===== config.mk =====
export PLATFORM = sky130hd
export DESIGN_NAME = rtc_calendar_core
export DESIGN_NICKNAME = d
export VERILOG_FILES = /design/src/rtl/rtc_calendar_core.sv
export SDC_FILE = /design/constraint.sdc
export NUM_CORES = 1
export LEC_CHECK = 0
export CORE_MARGIN = 4
export CORE_UTILIZATION = 60
export DETAILED_ROUTE_END_ITERATION = 8
export GPL_TIMING_DRIVEN = 0
export HOLD_SLACK_MARGIN = 0.1
export PLACE_DENSITY_LB_ADDON = 0.3
export SLEW_MARGIN = 15
export SYNTH_ARGS = -nofsm -noshare
export SYNTH_HDL_FRONTEND = slang
export SYNTH_SLANG_ARGS = --single-unit

===== constraint.sdc =====
create_clock -name clk -period 11.2 [get_ports clk]
set_input_delay 2.24 -clock clk [delete_from_list [all_inputs] [get_ports clk]]
set_output_delay 2.24 -clock clk [all_outputs]
set_load 0.005 [all_outputs]

===== src/rtl/rtc_calendar_core.sv =====
// rtc_calendar_core: prescaled calendar clock with Gregorian leap years,
// field set/step port and hour:minute alarms with timed active flags.
module rtc_calendar_core #(
  parameter int CLK_HZ     = 50_000_000,
  parameter int ALARM_NUM  = 2,
  parameter int ALARM_SECS = 60,
  parameter int RST_YEAR   = 2019
) (
  input  logic                 clk,
  input  logic                 rst,
  input  logic                 run,
  input  logic                 set_valid,
  input  logic                 step_up,
  input  logic                 step_down,
  input  logic [2:0]           set_field,
  input  logic [13:0]          set_data,
  output logic                 set_err,
  input  logic                 alarm_wr,
  input  logic [2:0]           alarm_idx,
  input  logic [4:0]           alarm_hour,
  input  logic [5:0]           alarm_min,
  input  logic                 alarm_en_in,
  input  logic [ALARM_NUM-1:0] alarm_ack,
  output logic [5:0]           sec,
  output logic [5:0]           min,
  output logic [4:0]           hour,
  output logic [4:0]           day,
  output logic [3:0]           month,
  output logic [13:0]          year,
  output logic [2:0]           week,
  output logic                 sec_tick,
  output logic                 chime,
  output logic [ALARM_NUM-1:0] alarm_hit,
  output logic [ALARM_NUM-1:0] alarm_active
);

  localparam int PW = $clog2(CLK_HZ);
  localparam logic [PW-1:0] PMAX = PW'(CLK_HZ - 1);

  typedef enum logic [2:0] {
    F_SEC, F_MIN, F_HOUR, F_DAY,
    F_MONTH, F_YEAR, F_WEEK, F_BAD
  } field_e;

  function automatic logic is_leap(input logic [13:0] y);
    return (((y % 14'd4) == 14'd0) && ((y % 14'd100) != 14'd0))
        || ((y % 14'd400) == 14'd0);
  endfunction

  function automatic logic [4:0] dim(
    input logic [3:0]  m,
    input logic [13:0] y
  );
    case (m)
      4'd4, 4'd6, 4'd9, 4'd11: dim = 5'd30;
      4'd2:    dim = is_leap(y) ? 5'd29 : 5'd28;
      default: dim = 5'd31;
    endcase
  endfunction

  logic [PW-1:0] presc_q, presc_d;
  logic [5:0]    sec_q, sec_d, min_q, min_d;
  logic [4:0]    hour_q, hour_d, day_q, day_d;
  logic [3:0]    month_q, month_d;
  logic [13:0]   year_q, year_d;
  logic [2:0]    week_q, week_d;
  logic          tick_q, tick_d, chime_q, chime_d, err_q, err_d;

  logic [4:0] al_hour_q [ALARM_NUM];
  logic [4:0] al_hour_d [ALARM_NUM];
  logic [5:0] al_min_q  [ALARM_NUM];
  logic [5:0] al_min_d  [ALARM_NUM];
  logic [7:0] cnt_q     [ALARM_NUM];
  logic [7:0] cnt_d     [ALARM_NUM];
  logic [ALARM_NUM-1:0] al_en_q, al_en_d;
  logic [ALARM_NUM-1:0] act_q, act_d;
  logic [ALARM_NUM-1:0] hit_q, hit_d;

  logic       adv, acc, clamp;
  logic [4:0] lim, cur_dim;

  // Calendar next state: set/step writes win over the second advance
  always_comb begin
    sec_d   = sec_q;
    min_d   = min_q;
    hour_d  = hour_q;
    day_d   = day_q;
    month_d = month_q;
    year_d  = year_q;
    week_d  = week_q;
    tick_d  = 1'b0;
    chime_d = 1'b0;
    err_d   = 1'b0;
    acc     = 1'b0;
    clamp   = 1'b0;
    lim     = 5'd31;
    cur_dim = dim(month_q, year_q);
    adv     = run && (presc_q == PMAX);
    if (!run || adv) presc_d = '0;
    else             presc_d = presc_q + 1'b1;

    if (set_valid) begin
      acc = 1'b1;
      case (field_e'(set_field))
        F_SEC:
          if (set_data <= 14'd59) sec_d = set_data[5:0];
          else acc = 1'b0;
        F_MIN:
          if (set_data <= 14'd59) min_d = set_data[5:0];
          else acc = 1'b0;
        F_HOUR:
          if (set_data <= 14'd23) hour_d = set_data[4:0];
          else acc = 1'b0;
        F_DAY:
          if (set_data >= 14'd1 && set_data <= {9'd0, cur_dim})
            day_d = set_data[4:0];
          else acc = 1'b0;
        F_MONTH:
          if (set_data >= 14'd1 && set_data <= 14'd12) begin
            month_d = set_data[3:0];
            clamp   = 1'b1;
          end else acc = 1'b0;
        F_YEAR:
          if (set_data <= 14'd9999) begin
            year_d = set_data;
            clamp  = 1'b1;
          end else acc = 1'b0;
        F_WEEK:
          if (set_data <= 14'd6) week_d = set_data[2:0];
          else acc = 1'b0;
        default: acc = 1'b0;
      endcase
      err_d = !acc;
    end else if (step_up || step_down) begin
      acc = 1'b1;
      case (field_e'(set_field))
        F_SEC:
          if (step_up) sec_d = (sec_q == 6'd59) ? 6'd0 : sec_q + 6'd1;
          else         sec_d = (sec_q == 6'd0) ? 6'd59 : sec_q - 6'd1;
        F_MIN:
          if (step_up) min_d = (min_q == 6'd59) ? 6'd0 : min_q + 6'd1;
          else         min_d = (min_q == 6'd0) ? 6'd59 : min_q - 6'd1;
        F_HOUR:
          if (step_up) hour_d = (hour_q == 5'd23) ? 5'd0 : hour_q + 5'd1;
          else         hour_d = (hour_q == 5'd0) ? 5'd23 : hour_q - 5'd1;
        F_DAY:
          if (step_up) day_d = (day_q >= cur_dim) ? 5'd1 : day_q + 5'd1;
          else         day_d = (day_q <= 5'd1) ? cur_dim : day_q - 5'd1;
        F_MONTH: begin
          clamp = 1'b1;
          if (step_up) month_d = (month_q == 4'd12) ? 4'd1 : month_q + 4'd1;
          else         month_d = (month_q <= 4'd1) ? 4'd12 : month_q - 4'd1;
        end
        F_YEAR: begin
          clamp = 1'b1;
          if (step_up)
            year_d = (year_q >= 14'd9999) ? 14'd0 : year_q + 14'd1;
          else
            year_d = (year_q == 14'd0) ? 14'd9999 : year_q - 14'd1;
        end
        F_WEEK:
          if (step_up) week_d = (week_q >= 3'd6) ? 3'd0 : week_q + 3'd1;
          else         week_d = (week_q == 3'd0) ? 3'd6 : week_q - 3'd1;
        default: acc = 1'b0;
      endcase
      err_d = !acc;
    end

    if (clamp) begin
      lim = dim(month_d, year_d);
      if (day_q > lim) day_d = lim;
    end

    if (acc) begin
      presc_d = '0;
    end else if (adv) begin
      tick_d = 1'b1;
      if (sec_q != 6'd59) sec_d = sec_q + 6'd1;
      else begin
        sec_d = 6'd0;
        if (min_q != 6'd59) min_d = min_q + 6'd1;
        else begin
          min_d   = 6'd0;
          chime_d = 1'b1;
          if (hour_q != 5'd23) hour_d = hour_q + 5'd1;
          else begin
            hour_d = 5'd0;
            week_d = (week_q >= 3'd6) ? 3'd0 : week_q + 3'd1;
            if (day_q < cur_dim) day_d = day_q + 5'd1;
            else begin
              day_d = 5'd1;
              if (month_q != 4'd12) month_d = month_q + 4'd1;
              else begin
                month_d = 4'd1;
                year_d  = (year_q >= 14'd9999) ? 14'd0 : year_q + 14'd1;
              end
            end
          end
        end
      end
    end
  end

  // Alarm config, match detection and ringing timers
  always_comb begin
    for (int i = 0; i < ALARM_NUM; i++) begin
      al_hour_d[i] = al_hour_q[i];
      al_min_d[i]  = al_min_q[i];
      al_en_d[i]   = al_en_q[i];
      cnt_d[i]     = cnt_q[i];
      act_d[i]     = act_q[i];
      hit_d[i]     = 1'b0;
      if (alarm_wr && alarm_idx == 3'(i)) begin
        al_hour_d[i] = alarm_hour;
        al_min_d[i]  = alarm_min;
        al_en_d[i]   = alarm_en_in;
        act_d[i]     = 1'b0;
      end
      if (act_q[i] && tick_d) begin
        cnt_d[i] = cnt_q[i] - 8'd1;
        if (cnt_q[i] <= 8'd1) act_d[i] = 1'b0;
      end
      if (alarm_ack[i]) act_d[i] = 1'b0;
      if (tick_d && sec_d == 6'd0 && al_en_q[i]
          && al_hour_q[i] == hour_d && al_min_q[i] == min_d) begin
        hit_d[i] = 1'b1;
        act_d[i] = 1'b1;
        cnt_d[i] = 8'(ALARM_SECS);
      end
    end
  end

  // State registers with synchronous reset
  always_ff @(posedge clk) begin
    if (rst) begin
      presc_q <= '0;
      sec_q   <= '0;
      min_q   <= '0;
      hour_q  <= '0;
      day_q   <= 5'd1;
      month_q <= 4'd1;
      year_q  <= 14'(RST_YEAR);
      week_q  <= 3'd1;
      tick_q  <= 1'b0;
      chime_q <= 1'b0;
      err_q   <= 1'b0;
      al_en_q <= '0;
      act_q   <= '0;
      hit_q   <= '0;
      for (int i = 0; i < ALARM_NUM; i++) begin
        al_hour_q[i] <= 5'd23;
        al_min_q[i]  <= 6'd59;
        cnt_q[i]     <= '0;
      end
    end else begin
      presc_q <= presc_d;
      sec_q   <= sec_d;
      min_q   <= min_d;
      hour_q  <= hour_d;
      day_q   <= day_d;
      month_q <= month_d;
      year_q  <= year_d;
      week_q  <= week_d;
      tick_q  <= tick_d;
      chime_q <= chime_d;
      err_q   <= err_d;
      al_en_q <= al_en_d;
      act_q   <= act_d;
      hit_q   <= hit_d;
      for (int i = 0; i < ALARM_NUM; i++) begin
        al_hour_q[i] <= al_hour_d[i];
        al_min_q[i]  <= al_min_d[i];
        cnt_q[i]     <= cnt_d[i];
      end
    end
  end

  assign sec          = sec_q;
  assign min          = min_q;
  assign hour         = hour_q;
  assign day          = day_q;
  assign month        = month_q;
  assign year         = year_q;
  assign week         = week_q;
  assign sec_tick     = tick_q;
  assign chime        = chime_q;
  assign set_err      = err_q;
  assign alarm_hit    = hit_q;
  assign alarm_active = act_q;

endmodule


After elaboration in Yosys (flattened, before gate mapping)
Memory sizes are Yosys's and may differ from the RTL's.
Index checks and enable logic that the tools add are counted.
{ "word_totals": {"ramBits": 38, "n_memories": 3, "out_inout_bits": 50, "elab_cells": 287, "regBits": 78, "in_bits": 41} }
{ "classes": {"div_mod_pow": 4, "magnitude_cmp": 16, "muxes": 151, "n_eq_ne": 30, "add_sub_neg": 17, "bitwise_logic": 7, "n_reduce_logical": 44} }
{ "mem_list": {"columns": ["name", "depth", "width", "rd", "rd_ports_with_merged_regs", "write_ports", "line_no", "source"], "rows": [
  ["cnt_q", 2, 8, 2, 0, 2, "73", "logic [7:0] cnt_q [ALARM_NUM];"],
  ["al_min_q", 2, 6, 2, 0, 2, "71", "logic [5:0] al_min_q [ALARM_NUM];"],
  ["al_hour_q", 2, 5, 2, 0, 2, "69", "logic [4:0] al_hour_q [ALARM_NUM];"]
]} }
{ "op_table": {"columns": ["op", "count"], "rows": [
  ["14-bit two-way mux", 15],
  ["5-bit two-way mux", 34],
  ["6-bit two-way mux", 27],
  ["14-bit zero test", 5],
  ["4-bit two-way mux", 15],
  ["8-bit two-way mux", 6],
  ["3-bit two-way mux", 13],
  ["1-bit two-way mux", 37],
  ["14-bit by 7-bit modulo with 14-bit output, second input constant", 2],
  ["14-bit by 9-bit modulo with 14-bit output, second input constant", 2],
  ["14-bit nonzero test", 2],
  ["26-bit by 1-bit adder with 26-bit output, second input constant", 1],
  ["26-bit equality test, second input constant", 1],
  ["4-bit equality test, second input constant", 5],
  ["6-bit zero test", 3],
  ["4-bit by 3-bit equality test with 1-bit output, second input constant", 4],
  ["8-bit by 1-bit <= comparator with 1-bit output, second input constant", 2],
  ["1-bit logical AND", 16],
  ["8-bit by 1-bit subtractor with 8-bit output, second input constant", 2],
  ["14-bit by 1-bit adder with 14-bit output, second input constant", 1],
  ["14-bit by 1-bit greater-or-equal comparator with 1-bit output, second input constant", 1],
  ["14-bit greater-or-equal comparator, second input constant", 1],
  ["14-bit <= comparator, second input constant", 1],
  ["14-bit by 3-bit <= comparator with 1-bit output, second input constant", 1],
  ["43 further kinds", 72]
]} }

Longest topological paths before layout
{ "depth": {"depth_word": 21, "ltp_mapped": 46, "depth_no_buf": 39} }

Least setup slack after synthesis
OpenSTA, ideal clock, no wires.
{ "synth_path": {"kind": "in2reg", "startpoint": "input port set_data[4]", "endpoint": "register day_q[1], in the netlist day[1]", "cell_stages": 34, "path_buffers": 5, "required_time_ns": 11.072, "slack_ns": 1.915, "arrival_time_ns": 9.158, "setup_time_ns": 0.128, "path_cell_list": "clkbuf_2 -> or4_4 -> and2_1 -> buf_2 -> or3_1 -> o311a_1 -> a311o_1 -> nor3_2 -> nand4_1 -> a221oi_2 -> or3_1 -> buf_4 -> a21oi_1 -> o31ai_4 -> nor2_2 -> or2_0 -> buf_2 -> a211o_1 -> buf_6 -> o21a_4 -> a211oi_2 -> a21boi_1 -> or3_4 -> nand3_1 -> or4b_1 -> a32o_1 -> ha_1 -> a2111oi_0 -> nand4_1 -> o21ai_0 -> o21a_1 -> nor2_1 -> a31oi_1 -> nor2_1"} }
{ "synth_between": {"elab_chain_cells": 19, "word_cells_on_any_way": 53, "classes_between": "div: 2; order compare: 8; eq/ne: 5; mux: 30; reduce/logical: 8"} }
{ "synth_rtl": {"columns": ["element", "line_no", "source"], "rows": [
  ["from (decl)", "16", "input logic [13:0] set_data,"],
  ["14-bit <= comparator", "124", "if (set_data <= 14'd9999) begin"],
  ["14-bit two-way mux", "124", null],
  ["14-bit two-way mux", "104", "case (field_e'(set_field))"],
  ["14-bit two-way mux", "102", "if (set_valid) begin"],
  ["14-bit by 7-bit modulo with 14-bit output", "46", "return (((y % 14'd4) == 14'd0) && ((y % 14'd100) != 14'd0))"],
  ["14-bit nonzero test", "46", null],
  ["1-bit logical AND", "46", null],
  ["1-bit logical OR", "47", "|| ((y % 14'd400) == 14'd0);"],
  ["(+3 left out)", null, null],
  ["5-bit > comparator", "171", "if (day_q > lim) day_d = lim;"],
  ["5-bit two-way mux", "171", null],
  ["5-bit two-way mux", "169", "if (clamp) begin"],
  ["5-bit two-way mux", "185", "if (hour_q != 5'd23) hour_d = hour_q + 5'd1;"],
  ["5-bit two-way mux", "181", "if (min_q != 6'd59) min_d = min_q + 6'd1;"],
  ["5-bit two-way mux", "178", "if (sec_q != 6'd59) sec_d = sec_q + 6'd1;"],
  ["5-bit two-way mux", "176", "end else if (adv) begin"],
  ["5-bit two-way mux (*)", "174", "if (acc) begin"],
  ["to (signal assigned)", "260", "day_q <= day_d;"],
  ["to (decl)", "63", "logic [4:0] hour_q, hour_d, day_q, day_d;"]
]} }
Mark *: on every way between the ends. The rest lies on a longest branch, timed or not. The select of a mux whose other input is x is not followed.
A chain may end at the register's enable or synchronous reset.

Worst setup path in the final report
{ "layout_path": {"startpoint": "input port set_data[5]", "endpoint": "register day_q[1], in the netlist day[1]"} }
Same word-level chain as after synthesis.

==> metrics.md <==
| Metric | Value |
|---|---|
| WP data required | approximately 12000 ps |
| Placed cells | between 2000 and 2500 |
| CTS Sinks | ~120 |
| Die footprint | around 22000 sq um |
| Status | finished clean |
| Bufs on Longest Clock Path | 2 |
| Crit-path max FO | 10 |
| Std-Cell Rows | ~50 |
| Most common cell after layout, fill and taps aside | nor2_1 |
| Commonest cells after routing, fill and taps aside | 215 x nor2_1, 158 x nand2_1, 136 x a21oi_1 |
| Starting Density | between 60% and 70% |
| Hold EP | presc_q[0] |
| Worst Hold Path Cells | 1 |
| Avg WL per Cell | between 20 and 25 microns |
| CTS tree | yes |
| Syn Area/Cell | ~7.0 sq um |
| # setup viols final | 0 |
| Pin count of the biggest net entering global routing | 17 |
| Initial antenna violation count | 0 |
| Worst VDD drop | around 0.12 mV |
| First-pass GRT wire length | 67070 microns |
| Total track usage | between 30% and 40% |
| Cell area after layout | ~14000 sq um |
| Num CTS Buffers | 17 |
| Share of the synthesized area in the top cell type | approximately a fifth |
| Slowest cell delay on critical path | ~640 ps |
| Max-slew violation count | 0 |
| Hold crit path type | reg -> reg |
| Crit Reg-Reg Endpoint | year[13] |
| Reg clk slew, reported paths | approximately 60 ps |
| Seq cells post-synth | between 100 and 150 |
| Clk_lat worst skew | around 430 ps |
| Die X | roughly 150 microns |
| Core area | 19590 sq um |
| Vias | roughly 14000 |
| Leading post-synthesis cells by cell area | dfxtp_1 19%, nor2_1 6.8%, a21oi_1 5.7% |
| Main flop type after synthesis | dfxtp_1 |
| YS warnings | 0 |
| CP arrival | roughly 11000 ps |
| Setup CP Type | in -> reg |
| Grt total ovfl | 0 |
| Layout Nets | between 1500 and 2000 |
| Crit path max-delay cell type | clkdlybuf4s50_1 |
| Setup Skew | around 10 ps |
| Setup ws final | ~390 ps |
| Pwr/cell area | ~120 nW/um^2 |
| LEAKAGE | 4.945 nW |
| Synth Instances | 1724 |
| Pre-CTS WS | -361.6 ps |
| Worst r2r src | year[9] |
| Hold_ws | between 400 and 500 ps |
| Cell Area, Synth | 12050 sq um |
| Post-synthesis sequential area ratio | about a fifth |
| Crit. End Element | register |
| Hold path startpoint | presc_q[0] |
| Min Tclk post-route | 10810 ps |
| Dominant cell type by area after synthesis | dfxtp_1 |
| R2R cell count | 35 |
| Post-synth EDFFs | 0 |
| Final wirelength | ~42000 microns |
| Drt via density | approximately 6.8 |
| Slew headroom | between 20 and 30% |
| Max-cap violations | 0 |
| Die Y | between 100 and 150 microns |
| Share of cells above drive strength 1 | under 10% |
| Port bufs | slightly below 90 |
| Hold violation count in the final report | 0 |
| Netlist cell types | 105 |
| Startpoint types | primary input |
| Syn Nets | ~1800 |
| DP HPWL | around 31000 microns |
| Antenna Nets Post-Route | 0 |
| DRC viols | 0 |
| Final period utilization | between 90% and 100% |
| Vias in the first global route | 13390 |
| Reg2reg setup slack | roughly 720 ps |
| I/O pins | between 90 and 100 |
| Top achievable clock speed | just over 90 MHz |
| Placed standard-cell area | around 13000 sq um |
| Htree depth | 4 |
| Filler cell count | 1658 |
| Final GP Congestion | about 1.0 |
| Setup TNS | 0 ps |
| Starting DRT DRC Count | 1642 |
| Measured slew at the worst slew-check pin | 1060 ps |
| Pre-antenna DRT Iters | 6 |
| Layout area overhead | 16.58% |
| Diodes inserted | 0 |
| Asr flop ratio synth | 0% |
| Root Buffer | clkbuf_16 |
| Non-filler cells in the finished layout | approximately 2100 |
## metal layers
layer	track usage [%]	wire length, microns	part of all wire [%]	up-vias
li1	-	-	-	6593
met1	44.43	16000	38	6689
met2	61.00	19590	46	914
met3	6.784	4287	10	194
met4	20.68	2435	5.8	0
met5	0	0	0	-
## through the flow
step | power (W) | util, %
2_1_floorplan | 0.0009095 | -
3_3_place_gp | 0.001047 | 67.70
3_5_place_dp | 0.001060 | 67.73
4_1_cts | 0.001631 | 70.92
5_1_grt | 0.001740 | 71.71
6_report | 0.001661 | 71.71
## kinds of logic after synthesis
family	Yosys count	synth area share [%]
AND/OR/NAND/NOR	756	31.62
AO/OA/AOI/OAI	496	28.30
buffers and inverters	173	5.731
flip-flops	116	19.27
XOR/XNOR	92	6.687
multiplexers	53	4.548
adder cells (fa/ha/maj)	38	3.842
## power breakdown
part	leakage [nW]	internal [W]	switching (W)	total, W
sequential	0.943	0.000424	0.0000153	0.000439
combinational	3.72	0.000257	0.000391	0.000648
clock	0.287	0.000358	0.000215	0.000574
total	4.94	0.00104	0.000622	0.00166
## cell usage after synthesis, types with 10 or more instances
master	number
nand4_1	27
or2_2	10
nand2b_1	10
a21o_1	11
nor4_1	27
nand3b_1	16
buf_2	14
a31oi_1	20
inv_1	44
nand2_1	158
o21ai_1	10
or4_1	10
o31ai_1	15
nor3_1	66
ha_1	33
a21oi_1	137
mux2_2	11
nor2_1	218
o21ai_0	90
or3_1	23
mux2i_1	41
o221ai_1	12
a211oi_1	25
xnor2_1	55
nor2b_1	26
nand3_1	82
o211ai_1	24
xor2_1	37
buf_1	11
a211o_1	25
clkbuf_1	97
and3_1	26
dfxtp_1	116
## flip-flops by register name, summed over array words and instances, names as in the netlist, 2 cells and up
name          count
alarm_hit         2
al_hour_q        10
month             4
cnt_q            16
al_en_q           2
day               5
al_min_q         12
week              3
presc_q          26
min               6
year             14
hour              5
sec               6
alarm_active      2
## worst max-delay path by stage
stage	startpoint	end	slack [ps]
after global placement	year[8]	cnt_q[0][8]	-180
after floorplan	set_data[4]	day[1]	1910
final	set_data[5]	day[1]	390
after CTS	year[8]	cnt_q[0][9]	70
after global routing	year[9]	cnt_q[0][13]	-40
after detailed placement	year[8]	cnt_q[0][7]	-360
## repair_timing
item                                    4_1_cts  5_1_grt
hold buffers                                  0        0
buffers inserted                              0        4
endpoints found under the setup margin       31       42
gates resized for setup                       2       33
pin swaps                                     0        2
## critical path: cells and delay by family
family,cells,cell delay (ps)
AOI/OAI and AO/OA,14,3740
adders and majority gates,1,290
buffers and inverters,5,1320
and+or+nand+nor,14,3530
## cell type report
| cell class | instances | area [sq um] | share of cell area [%] |
|---|---|---|---|
| plain buffers | 123 | 509.2 | 3.625 |
| well taps | 265 | 331.6 | 2.360 |
| flip-flops and latches | 116 | 2322 | 16.53 |
| multi-input cells | 1435 | 9186 | 65.39 |
| repair buffers | 92 | 910.9 | 6.484 |
| clock buffers | 19 | 442.9 | 3.153 |
| clock inverters | 13 | 172.7 | 1.229 |
| inverters | 46 | 172.7 | 1.229 |
Power figures use the tool's default switching activity.
